**src/rtl/nou_sched_pkg.sv**
```systemverilog
// Shared types and sizes for the NOU request scheduler.
// Class encoding doubles as the engine payload-mux select.
package nou_sched_pkg;

    localparam int NOU_REQ_CLS_NUM = 4;
    localparam int NOU_CNT_W       = 8;

    typedef enum logic [1:0] {
        CLS_IRR  = 2'd0,
        CLS_BRR  = 2'd1,
        CLS_PWRR = 2'd2,
        CLS_SPRR = 2'd3
    } nou_cls_e;

    typedef enum logic [1:0] {
        ST_IDLE  = 2'd0,
        ST_ISSUE = 2'd1,
        ST_WAIT  = 2'd2
    } nou_state_e;

endpackage

```
**src/rtl/nou_rr_arb.sv**
```systemverilog
// Four-way combinational round-robin pick over the pending classes.
// The search starts at rr_ptr and walks upward modulo 4.
module nou_rr_arb
    import nou_sched_pkg::*;
(
    input  logic [NOU_REQ_CLS_NUM-1:0] pending,
    input  nou_cls_e                   rr_ptr,
    output nou_cls_e                   winner,
    output logic                       any_vld
);

    logic [1:0] idx;

    // Walk from the farthest candidate back to rr_ptr so the closest pending class is written last.
    always_comb begin
        winner  = rr_ptr;
        any_vld = 1'b0;
        idx     = '0;
        for (int k = NOU_REQ_CLS_NUM - 1; k >= 0; k--) begin
            idx = rr_ptr + 2'(k);
            if (pending[idx]) begin
                winner  = nou_cls_e'(idx);
                any_vld = 1'b1;
            end
        end
    end

endmodule

```
**src/rtl/nou_req_sched.sv**
```systemverilog
// Scheduler that collects per-class NOU requests and serialises them onto
// one shared processing engine, with overflow and engine-timeout flags.
//
// state    | meaning
// ---------+--------------------------------------------------------------
// ST_IDLE  | arbitration cycle; latch round-robin winner if anything pends
// ST_ISSUE | eng_vld high, eng_cls stable, waiting for eng_rdy
// ST_WAIT  | engine busy; count cycles until eng_done or timeout
module nou_req_sched
    import nou_sched_pkg::*;
#(
    parameter int TMO_CYC = 200
) (
    input  logic                       clk,
    input  logic                       rst,
    input  logic [NOU_REQ_CLS_NUM-1:0] req_vld,
    output logic [NOU_REQ_CLS_NUM-1:0] req_busy,
    output logic                       eng_vld,
    output logic [1:0]                 eng_cls,
    input  logic                       eng_rdy,
    input  logic                       eng_done,
    output logic [NOU_REQ_CLS_NUM-1:0] ovf_err,
    output logic                       tmo_err,
    input  logic                       err_clr
);

    localparam logic [NOU_CNT_W-1:0] TMO_LAST = NOU_CNT_W'(TMO_CYC - 1);

    nou_state_e                 state, state_nxt;
    nou_cls_e                   cls_q, cls_nxt;
    nou_cls_e                   rr_ptr, rr_ptr_nxt;
    nou_cls_e                   win_cls;
    logic                       win_vld;
    logic [NOU_REQ_CLS_NUM-1:0] pending, pending_nxt;
    logic [NOU_REQ_CLS_NUM-1:0] acc_mask;
    logic [NOU_REQ_CLS_NUM-1:0] ovf_set;
    logic [NOU_CNT_W-1:0]       cnt, cnt_nxt;
    logic                       tmo_set;
    logic                       accept;

    nou_rr_arb u_rr_arb (
        .pending (pending),
        .rr_ptr  (rr_ptr),
        .winner  (win_cls),
        .any_vld (win_vld)
    );

    assign eng_vld  = (state == ST_ISSUE);
    assign eng_cls  = cls_q;
    assign req_busy = pending;
    assign accept   = eng_vld & eng_rdy;

    // A request arriving on its own accept edge re-arms pending instead of overflowing.
    always_comb begin
        acc_mask = '0;
        if (accept) begin
            acc_mask[cls_q] = 1'b1;
        end
        ovf_set     = req_vld & pending & ~acc_mask;
        pending_nxt = (pending & ~acc_mask) | req_vld;
    end

    always_comb begin
        state_nxt  = state;
        cls_nxt    = cls_q;
        rr_ptr_nxt = rr_ptr;
        cnt_nxt    = cnt;
        tmo_set    = 1'b0;
        case (state)
            ST_IDLE: begin
                if (win_vld) begin
                    cls_nxt   = win_cls;
                    state_nxt = ST_ISSUE;
                end
            end
            ST_ISSUE: begin
                if (eng_rdy) begin
                    state_nxt  = ST_WAIT;
                    rr_ptr_nxt = nou_cls_e'(cls_q + 2'd1);
                    cnt_nxt    = '0;
                end
            end
            ST_WAIT: begin
                cnt_nxt = cnt + 1'b1;
                if (eng_done) begin
                    state_nxt = ST_IDLE;
                end else if (cnt == TMO_LAST) begin
                    state_nxt = ST_IDLE;
                    tmo_set   = 1'b1;
                end
            end
            default: begin
                state_nxt = ST_IDLE;
            end
        endcase
    end

    always_ff @(posedge clk or posedge rst) begin
        if (rst) begin
            state <= ST_IDLE;
        end else begin
            state <= state_nxt;
        end
    end

    // Error flags: a same-cycle set beats err_clr.
    always_ff @(posedge clk or posedge rst) begin
        if (rst) begin
            cls_q   <= CLS_IRR;
            rr_ptr  <= CLS_IRR;
            cnt     <= '0;
            pending <= '0;
            ovf_err <= '0;
            tmo_err <= 1'b0;
        end else begin
            cls_q   <= cls_nxt;
            rr_ptr  <= rr_ptr_nxt;
            cnt     <= cnt_nxt;
            pending <= pending_nxt;
            ovf_err <= (err_clr ? '0 : ovf_err) | ovf_set;
            tmo_err <= (err_clr ? 1'b0 : tmo_err) | tmo_set;
        end
    end

endmodule

```
**config.mk**
```make
export PLATFORM = sky130hd
export DESIGN_NAME = nou_req_sched
export DESIGN_NICKNAME = d
export VERILOG_FILES = /design/src/rtl/nou_sched_pkg.sv /design/src/rtl/nou_rr_arb.sv /design/src/rtl/nou_req_sched.sv
export SDC_FILE = /design/constraint.sdc
export NUM_CORES = 1
export LEC_CHECK = 0
export CAP_MARGIN = 5
export CORE_MARGIN = 5
export CORE_UTILIZATION = 35
export CTS_CLUSTER_SIZE = 28
export DETAILED_ROUTE_END_ITERATION = 16
export SKIP_LAST_GASP = 1
export SLEW_MARGIN = 15
export SYNTH_ARGS = -nofsm -noshare
export SYNTH_HDL_FRONTEND = slang
export SYNTH_SLANG_ARGS = --single-unit
```
**constraint.sdc**
```tcl
create_clock -name clk -period 2.3 [get_ports clk]
set_clock_uncertainty 0.2 [all_clocks]
set_input_delay 0.46 -clock clk [delete_from_list [all_inputs] [get_ports clk]]
set_output_delay 0.46 -clock clk [all_outputs]
set_load 0.01 [all_outputs]
```
==> results.md <==
- Post-CTS sizing: 0
- Vias in the first global route: between 900 and 1,000
- Synth area leader: dfrtp_1
- Critical path endpoint: eng_vld
- Crit path time final: 2122 ps
- Final setup viols: 0
- Mapped Area: ~1200 sq um
- Slew Limit Headroom: 66.96%
- Fraction of layout cells with a size suffix above 1: between 2 and 3%
- Total of max-cap violations: 0
- CTS Buf Count: 3
- FF-to-FF End: eng_cls[0]
- R2R cell count: 3
- CP arrival: ~1500 ps
- Combinational share of power: 38.5%
- Reg2Reg Setup Slack: 550 ps
- CTS H-tree lvls: 1
- Critical Path End Type: output port
- Commonest cells in the netlist: dfrtp_1, nand2_1, nand3_1
- Top-count cell post-synth: dfrtp_1
- Seq pwr share: 47.7%
- Post-route ant nets: 0
- Drt drc: 0
- Die Y: 67.57 um
- Gp weighted congestion: 0.7298
- CTS tree: yes
- Die width: 67.57 um
- Worst Setup SP: state[0]
- First-pass GRT wire length: 4077 um
- Worst setup SP type: flip-flop
- RSZ-0062 raised after global routing: false
- Post-CTS Hold Fix Bufs: 0
- Area Growth Syn to Fin: 24.06%
- Root Buffer: clkbuf_4
- Fmax: ~470 MHz
- Syn Nets: 126
- Clk buf depth: 2
- Crit Path Class: flip-flop to output port
- Final hold viol count: 0
- Largest net degree at the start of global routing: 24
- Post-synth EDFFs: 0
- Drt pass-1 iters: 4
- Max-slew violation count: 0
- Via total after detailed routing: 925
- PortBufs: 20
- VDD IR max: approximately 0.30 mV
- Post-synth ARST share: 100.0%
- Iter 0 DRT Violations: 55
- Yosys top cell area share: 49.62%
- # diodes: 0
- Clk pwr share: between 10 and 15%
- Worst-Skew Late Latency: 300 ps
- Rows: 21
- Primary FF master, synth: dfrtp_1
- Worst Tran Pin Value: roughly 490 ps
- Crit-path max FO: 8
- Die area: 4565 sq um
- Int Power: about 0.00084 W
- Final period util: 92.24%
- Final Util: 43.81%
- Seq/Total Area, Yosys: 49.62%
- Grt total ovfl: 0
- Min-delay worst type: input pin to async pin
- Synthesized instance count: between 100 and 150
- Global-route usage over all layers: 11.58%
- Switching pwr: around 0.00049 W
- Initial antenna violation count: 0
- Via-per-instance ratio: 5.139
- Leakage Power: 0.6376 nW
- Total power: roughly 0.0013 W
- Final nets: 149
- Ranking of synthesized cells by area: dfrtp_1, ha_1, nand2_1, mux2i_1, a32o_1
- Clk sinks: 23
- Setup TNS: 0 ps
- Synthesis-stage register bit count: 23
- Starting Density: 35.31%
- Outcome: finished clean
- Routed wire per std cell: between 10 and 15 um
- Crit path required time: 1640 ps
- Core ar.: between 3000 and 4000 sq um
- Worst R2R Start: req_busy[2]
- Dpl hpwl: a little under 2000 um
- PD cells: 921.7 nW/um^2
- Syn_area_per_cell: 10.36 sq um
- Switching share of power: 36.98%
- Post CTS Setup Buffer Count: 0
- Ports: 21
- YS warnings: 0
- Number of distinct library cells after synthesis: 35
- Clk slew on worst S/H paths: between 100 and 150 ps
- Final wirelength: 2493 um
flip-flops by register name, summed over array words and instances (netlist names):
name      flops
state         2
eng_cls       2
ovf_err       4
tmo_err       1
req_busy      4
cnt           8
rr_ptr        2
logic make-up after synthesis:
| kind of cell | share of synthesized area [%] |
|---|---|
| buf+inv | 2.697 |
| xor+xnor | 0.7553 |
| simple gates | 21.04 |
| fa+ha+maj | 5.394 |
| flops | 49.62 |
| mux | 5.286 |
| compound gates | 15.21 |
routing by layer:
layer	global-route usage, %	vias up	share of wire [%]
met2	19.93	11	49
met4	3.038	0	0.76
met3	1.498	2	3.1
met1	15.17	466	47
met5	0	-	0
li1	-	446	-
per-stage QoR:
step | instances | setup WS, ps | hold slack [ps] | instance area, sq um
finish | 180 | 178.5 | 283.1 | 1439
CTS | 180 | 160.0 | 288.5 | 1439
floorplan | 112 | 633.2 | 245.2 | 1160
global placement | 176 | 284.0 | 277.8 | 1413
global route | 180 | 82.56 | 314.2 | 1439
detailed placement | 176 | 275.8 | 268.1 | 1413
cells in the final DEF (no fill, tap or decap), drive strengths merged, types with 2 or more instances in the layout:
cell            n
nand2          14
ha              5
nor2            5
o21bai          2
o21ai           5
nor2b           5
a21o            5
and3b           2
a21oi           2
dfrtp          23
mux2i           5
or4             2
a32o            4
clkbuf          4
and2            2
clkdlybuf4s50  20
inv             5
nand3           6
critical path, stage by stage (launching register included):
cell and delay, ps:
dfrtp_1 470, nor2b_1 160, clkdlybuf4s50_1 540
cell type report:
cell class | count | area [sq um]
multi-input cells | 81 | 553.0
inverters | 5 | 18.77
flip-flops and latches | 23 | 575.6
repair buffers | 21 | 207.7
well taps | 46 | 57.56
fillers | 333 | 1846
clock buffers | 4 | 26.28
worst min path at each step:
stage	startpoint	endpoint	slack, ps	depth (start not counted)
after global placement	cnt[7]	cnt[7]	280	1
after floorplan	cnt[7]	cnt[7]	250	1
final	rst	req_busy[2]	280	3
after CTS	rst	req_busy[2]	290	3
after global routing	rst	req_busy[2]	310	3
after detailed placement	cnt[7]	cnt[7]	270	1
power by group through the flow:
| stage | registers (W) | clock network [W] | logic, W |
|---|---|---|---|
| finish | 0.000633 | 0.000183 | 0.000510 |
| global route | 0.000654 | 0.000204 | 0.000573 |
| CTS | 0.000632 | 0.000189 | 0.000518 |
| detailed placement | 0.000642 | 0 | 0.000512 |
| global placement | 0.000633 | 0 | 0.000499 |
| floorplan | 0.000617 | 0 | 0.000317 |
Power figures use the tool's default switching activity.
==> edit 1, RTL diff (config.mk and constraints unchanged) <==
Change the package constant `NOU_REQ_CLS_NUM` from 4 to 3.
--- a/src/rtl/nou_sched_pkg.sv
+++ b/src/rtl/nou_sched_pkg.sv
@@ -4,3 +4,3 @@
 
-    localparam int NOU_REQ_CLS_NUM = 4;
+    localparam int NOU_REQ_CLS_NUM = 3;
     localparam int NOU_CNT_W       = 8;
Ports: changed (resized ovf_err, req_busy and req_vld); port bits go from 21 to 18. The function was not compared with the original's and may differ.
==> edit 1 against the unedited design <==
Total power down 4.8%; final area down 9.2%; worst setup slack worse by 0.018 ns; synthesized cell count up 1.8%; sequential cell count down 2; wire length down 16%; synthesized area down 7.4%; clock power down 3%; first-iteration DRC count down 53%.
==> edit 1: results (changes against the unedited design) <==
- Number of flip-flops in the largest register: 8 (unchanged)
- Htree depth: 1 (unchanged)
- Post-CTS Setup Bufs: 0 (unchanged)
- Total GRT Usage: 10.6% (was 11.6%)
- Post-CTS Resized: 0 (unchanged)
- Final HPWL DP: 1630 um (was 1930 um)
- Max clock buf depth: 2 (unchanged)
- Worst setup path start: state[0]$_DFFE_PP0P_ (unchanged)
- Crit Reg-Reg Startpoint: cnt[0]$_DFFE_PP0P_ (was req_busy[2]$_DFF_PP0_)
- Number of global-route vias before repair: 800 (was 931)
- Clk slew on worst S/H paths: around 0.11 ns
- Synthesized instance count: 114 (was 112)
- Post-Place Cells: 162 (was 176)
- CTS Root Cell: clkbuf_4 (unchanged)
- P_leak: 0.623 nW (was 0.638 nW)
- CP max-delay cell: clkdlybuf4s50_1 (unchanged)
- Setup WS pre-CTS: 0.254 ns (was 0.276 ns)
- Worst setup endpoint: eng_vld (unchanged)
- Clock latency on the worst-skew pair: 0.30 ns (about the same)
- Num CTS Buffers: 3 (unchanged)
- Total wire length: 2100 um (was 2490 um)
- Synth cell types: 27 (was 35)
- Fillcell total: 307 (was 333)
- Layout cells sized above 1: 7.52% (was 2.99%)
- R2r worst-path depth: 4 (was 3)
- Syn_nets: 126 (unchanged)
- Most flop-heavy register: cnt (unchanged)
- Number of I/O port buffers: 17 (was 20)
- Area contributors post-synth: dfrtp_1, nand2_1, ha_1 (was dfrtp_1, ha_1, nand2_1)
- Finished Layout Cells: 166 (was 180)
- Antenna violations before repair: 0 (unchanged)
- Drt first pass iters: 4 (unchanged)
- Via Count: 851 (was 925)
- Slew headroom: 70.2% (was 67.0%)
- Commonest cells post-synth: dfrtp_1, nand2_1, inv_1, o21ai_0, nor2_1 (was dfrtp_1, nand2_1, nand3_1)
- Wire length of the first global-routing pass: 3610 um (was 4080 um)
- Maximum VDD drop: 256 uV (was 299 uV)
- Outcome: complete, no violations (unchanged)
- Placed Area: 0.00128 sq mm (was 0.00141 sq mm)
- Drt first-iter violations: 26 (was 55)
- Asr flop ratio synth: 100% (unchanged)
- RR Endpoint: tmo_err$_DFF_PP0_ (was eng_cls[0]$_DFFE_PP0P_)
- Hold crit path type: input port to asynchronous set/reset pin (unchanged)
- Largest net degree at the start of global routing: 22 (was 24)
- GPL Wtd Cong: 0.772 (was 0.730)
- Final Net Count: 146 (was 149)
- Setup slack, reg-to-reg: 0.51 ns (was 0.55 ns)
- Worst hold slack: 0.277 ns (was 0.283 ns)
- Fmax: 0.467 GHz (was 0.471 GHz)
- Sequential fraction of the synthesis area: 49.0% (was 49.6%)
- Critical path arrival: 1.48 ns (was 1.46 ns)
- Worst Path Max Fanout: 7 (was 8)
- Number of synthesis warnings: 0 (unchanged)
## edit 1: cell types whose count changed after synthesis, sizes merged, moves of 3 or more
cell	before	now
o21ai	5	8
a32o	4	0
o22ai	0	5
nand2	14	21
inv	5	11
nand3	6	3
a21o	5	1
nand4	1	4
## edit 1: logic make-up (layout without fill, tap and decap cells)
kind of cell    Yosys count  in the layout  share of synthesized area, %
buf+inv                  14             33                          5.01
xor+xnor                  1              1                         0.816
flops                    21             21                          49.0
fa+ha+maj                 4              4                          4.66
compound gates           21             21                          12.7
simple gates             47             47                          21.3
mux                       6              6                          6.53
## edit 1: report_power, final
group | switching, mW | total, mW | internal [mW] | leakage [nW]
logic | 0.244 | 0.516 | 0.273 | 0.350
registers | 0.113 | 0.570 | 0.457 | 0.258
clock network | 0.109 | 0.177 | 0.0676 | 0.0150
total | 0.466 | 1.26 | 0.797 | 0.623
## edit 1: routing by layer
metal  wire (um)  share of wire, %  track usage (%)
met5           0                 0                0
met4           0                 0             1.55
met3          75               3.6             3.25
met2        1060                50             19.2
met1         969                46             12.6
## edit 1: layout make-up
class                           instances  area [sq um]  share of cell area, %
Timing Repair Buffer                   18           178                   13.6
Tap cell                               33          41.3                   3.16
Sequential cell                        21           526                   40.2
Inverter                               11          41.3                   3.16
Multi-Input combinational cell         79           494                   37.8
Clock buffer                            4          26.3                   2.01
## edit 1: worst max-delay path, delay by kind of cell (launching register included)
kind / cells / cell delay (ns)
and+or+nand+nor: 1 / 0.19
DFF: 1 / 0.44
buffers and inverters: 1 / 0.55
==> edit 2, RTL diff (config.mk and constraints unchanged) <==
Without the edit above. Register the output `ovf_err` once more, without a reset; this adds one clock of latency there. The other outputs are not delayed to match.
--- a/src/rtl/nou_req_sched.sv
+++ b/src/rtl/nou_req_sched.sv
@@ -27,2 +27,4 @@
     localparam logic [NOU_CNT_W-1:0] TMO_LAST = NOU_CNT_W'(TMO_CYC - 1);
+
+    logic [NOU_REQ_CLS_NUM-1:0] ovf_err_s0;
 
@@ -112,3 +114,3 @@
             pending <= '0;
-            ovf_err <= '0;
+            ovf_err_s0 <= '0;
             tmo_err <= 1'b0;
@@ -119,3 +121,3 @@
             pending <= pending_nxt;
-            ovf_err <= (err_clr ? '0 : ovf_err) | ovf_set;
+            ovf_err_s0 <= (err_clr ? '0 : ovf_err_s0) | ovf_set;
             tmo_err <= (err_clr ? 1'b0 : tmo_err) | tmo_set;
@@ -124,2 +126,6 @@
 
+    always_ff @(posedge clk) begin
+        ovf_err <= ovf_err_s0;
+    end
+
 endmodule
Formal check against the unedited RTL: not equivalent (a bounded check fails within 4 cycles, from zero or initial values and one cycle with rst high).
==> edit 2 against the unedited design <==
Via count rose by 1.3%; wire length rose by 0.12%; worst setup slack got worse by 0.098 ns; final area rose by 4.1%; first-iteration DRC count rose by 35%; hold slack got worse by 0.086 ns; sequential cell count rose by 4; die area rose by 4.3%; synthesized area rose by 5.1%; non-clock buffer count did not move; sequential power rose by 12%; total power rose by 9.0%; critical path type unchanged; critical endpoint unchanged; largest cell class unchanged; highest routed layer unchanged.
==> edit 2: results (changes against the unedited design) <==
- Maximum VDD drop: 477 uV (was 299 uV)
- Hold crit path type: flop to flop (was input port to asynchronous set/reset pin)
- Critical path arrival: 1.56 ns (was 1.46 ns)
- Worst Path Max Fanout: 6 (was 8)
- Crit Reg-Reg Startpoint: state[1]$_DFFE_PP0P_ (was req_busy[2]$_DFF_PP0_)
- Syn_nets: 129 (was 126)
- Wire length of the first global-routing pass: 4290 um (was 4080 um)
- Met1 usage: 13.1% (was 15.2%)
- Layout cells sized above 1: 8.03% (was 2.99%)
- Dominant synthesized flop cell: dfrtp_1 (unchanged)
- Synthesized instance count: 115 (was 112)
- Asr flop ratio synth: 85.2% (was 100%)
- Post-synthesis compound-gate area fraction: 20.9% (was 15.2%)
- Via Count: 937 (was 925)
- Outcome: complete, no violations (unchanged)
- Mux contribution to synthesized area: 0.821% (was 5.29%)
- Commonest cells post-synth: dfrtp_1, nand2_1, inv_1, o21ai_0, nor2_1 (was dfrtp_1, nand2_1, nand3_1)
- DR WL met2: 1220 um (about the same)
- Drt first-iter violations: 74 (was 55)
- Adder-cell area share of the yosys netlist: 5.13% (was 5.39%)
- Wirelength per Cell: 13.6 um (was 13.9 um)
- Wl on met1: 1140 um (was 1180 um)
- GR Util met3: 2.33% (was 1.50%)
- Clk slew on worst S/H paths: 0.16 ns (was 0.12 ns)
- Num CTS Buffers: 3 (unchanged)
- RR Endpoint: cnt[2]$_DFFE_PP0P_ (was eng_cls[0]$_DFFE_PP0P_)
- Met2 GRT Util: 19.0% (was 19.9%)
- R2r worst-path depth: 4 (was 3)
- Xor-xnor portion of the synthesized cell area: 0% (was 0.755%)
- Fillcell total: 329 (was 333)
- Final Net Count: 152 (was 149)
- Clock latency on the worst-skew pair: 0.33 ns (was 0.30 ns)
- Setup WS pre-CTS: 0.201 ns (was 0.276 ns)
- Worst path max stage delay: 0.57 ns (was 0.54 ns)
- Post-Place Cells: 179 (was 176)
- P_leak: 0.636 nW (was 0.638 nW)
- Worst hold slack: 0.197 ns (was 0.283 ns)
- Metal3 WL: 126 um (was 77 um)
- Total GRT Usage: 10.8% (was 11.6%)
- GPL Wtd Cong: 0.815 (was 0.730)
- Number of global-route vias before repair: 964 (was 931)
- Sequential fraction of the synthesis area: 53.8% (was 49.6%)
- Area contributors post-synth: dfrtp_1, dfxtp_1, ha_1 (was dfrtp_1, ha_1, nand2_1)
-- edit 2: cell types whose count changed after synthesis, moves of 3 or more --
| cell | unedited run | this run |
|---|---|---|
| dfxtp_1 | 0 | 4 |
| mux2i_1 | 5 | 1 |
| nand3_1 | 6 | 2 |
| o31ai_1 | 0 | 4 |
| a21o_1 | 5 | 2 |
| inv_1 | 5 | 8 |
| nor2b_1 | 5 | 2 |
| o21ai_0 | 5 | 8 |
-- edit 2: final cells by class --
cell class | instances | area [sq um] | share of cell area (%)
inverter | 8 | 30.0 | 2.01
timing repair buffer | 21 | 208 | 13.9
sequential | 27 | 656 | 43.8
clock inverter | 1 | 8.76 | 0.585
clock buffer | 3 | 22.5 | 1.50
multi-input combinational | 77 | 515 | 34.4
tap | 46 | 57.6 | 3.84
-- edit 2: report_power, final --
group          switching [mW]  total (mW)  internal (mW)
Sequential              0.126       0.707          0.581
Combinational           0.255       0.519          0.264
Clock                   0.148       0.219         0.0708
Total                   0.530        1.45          0.916
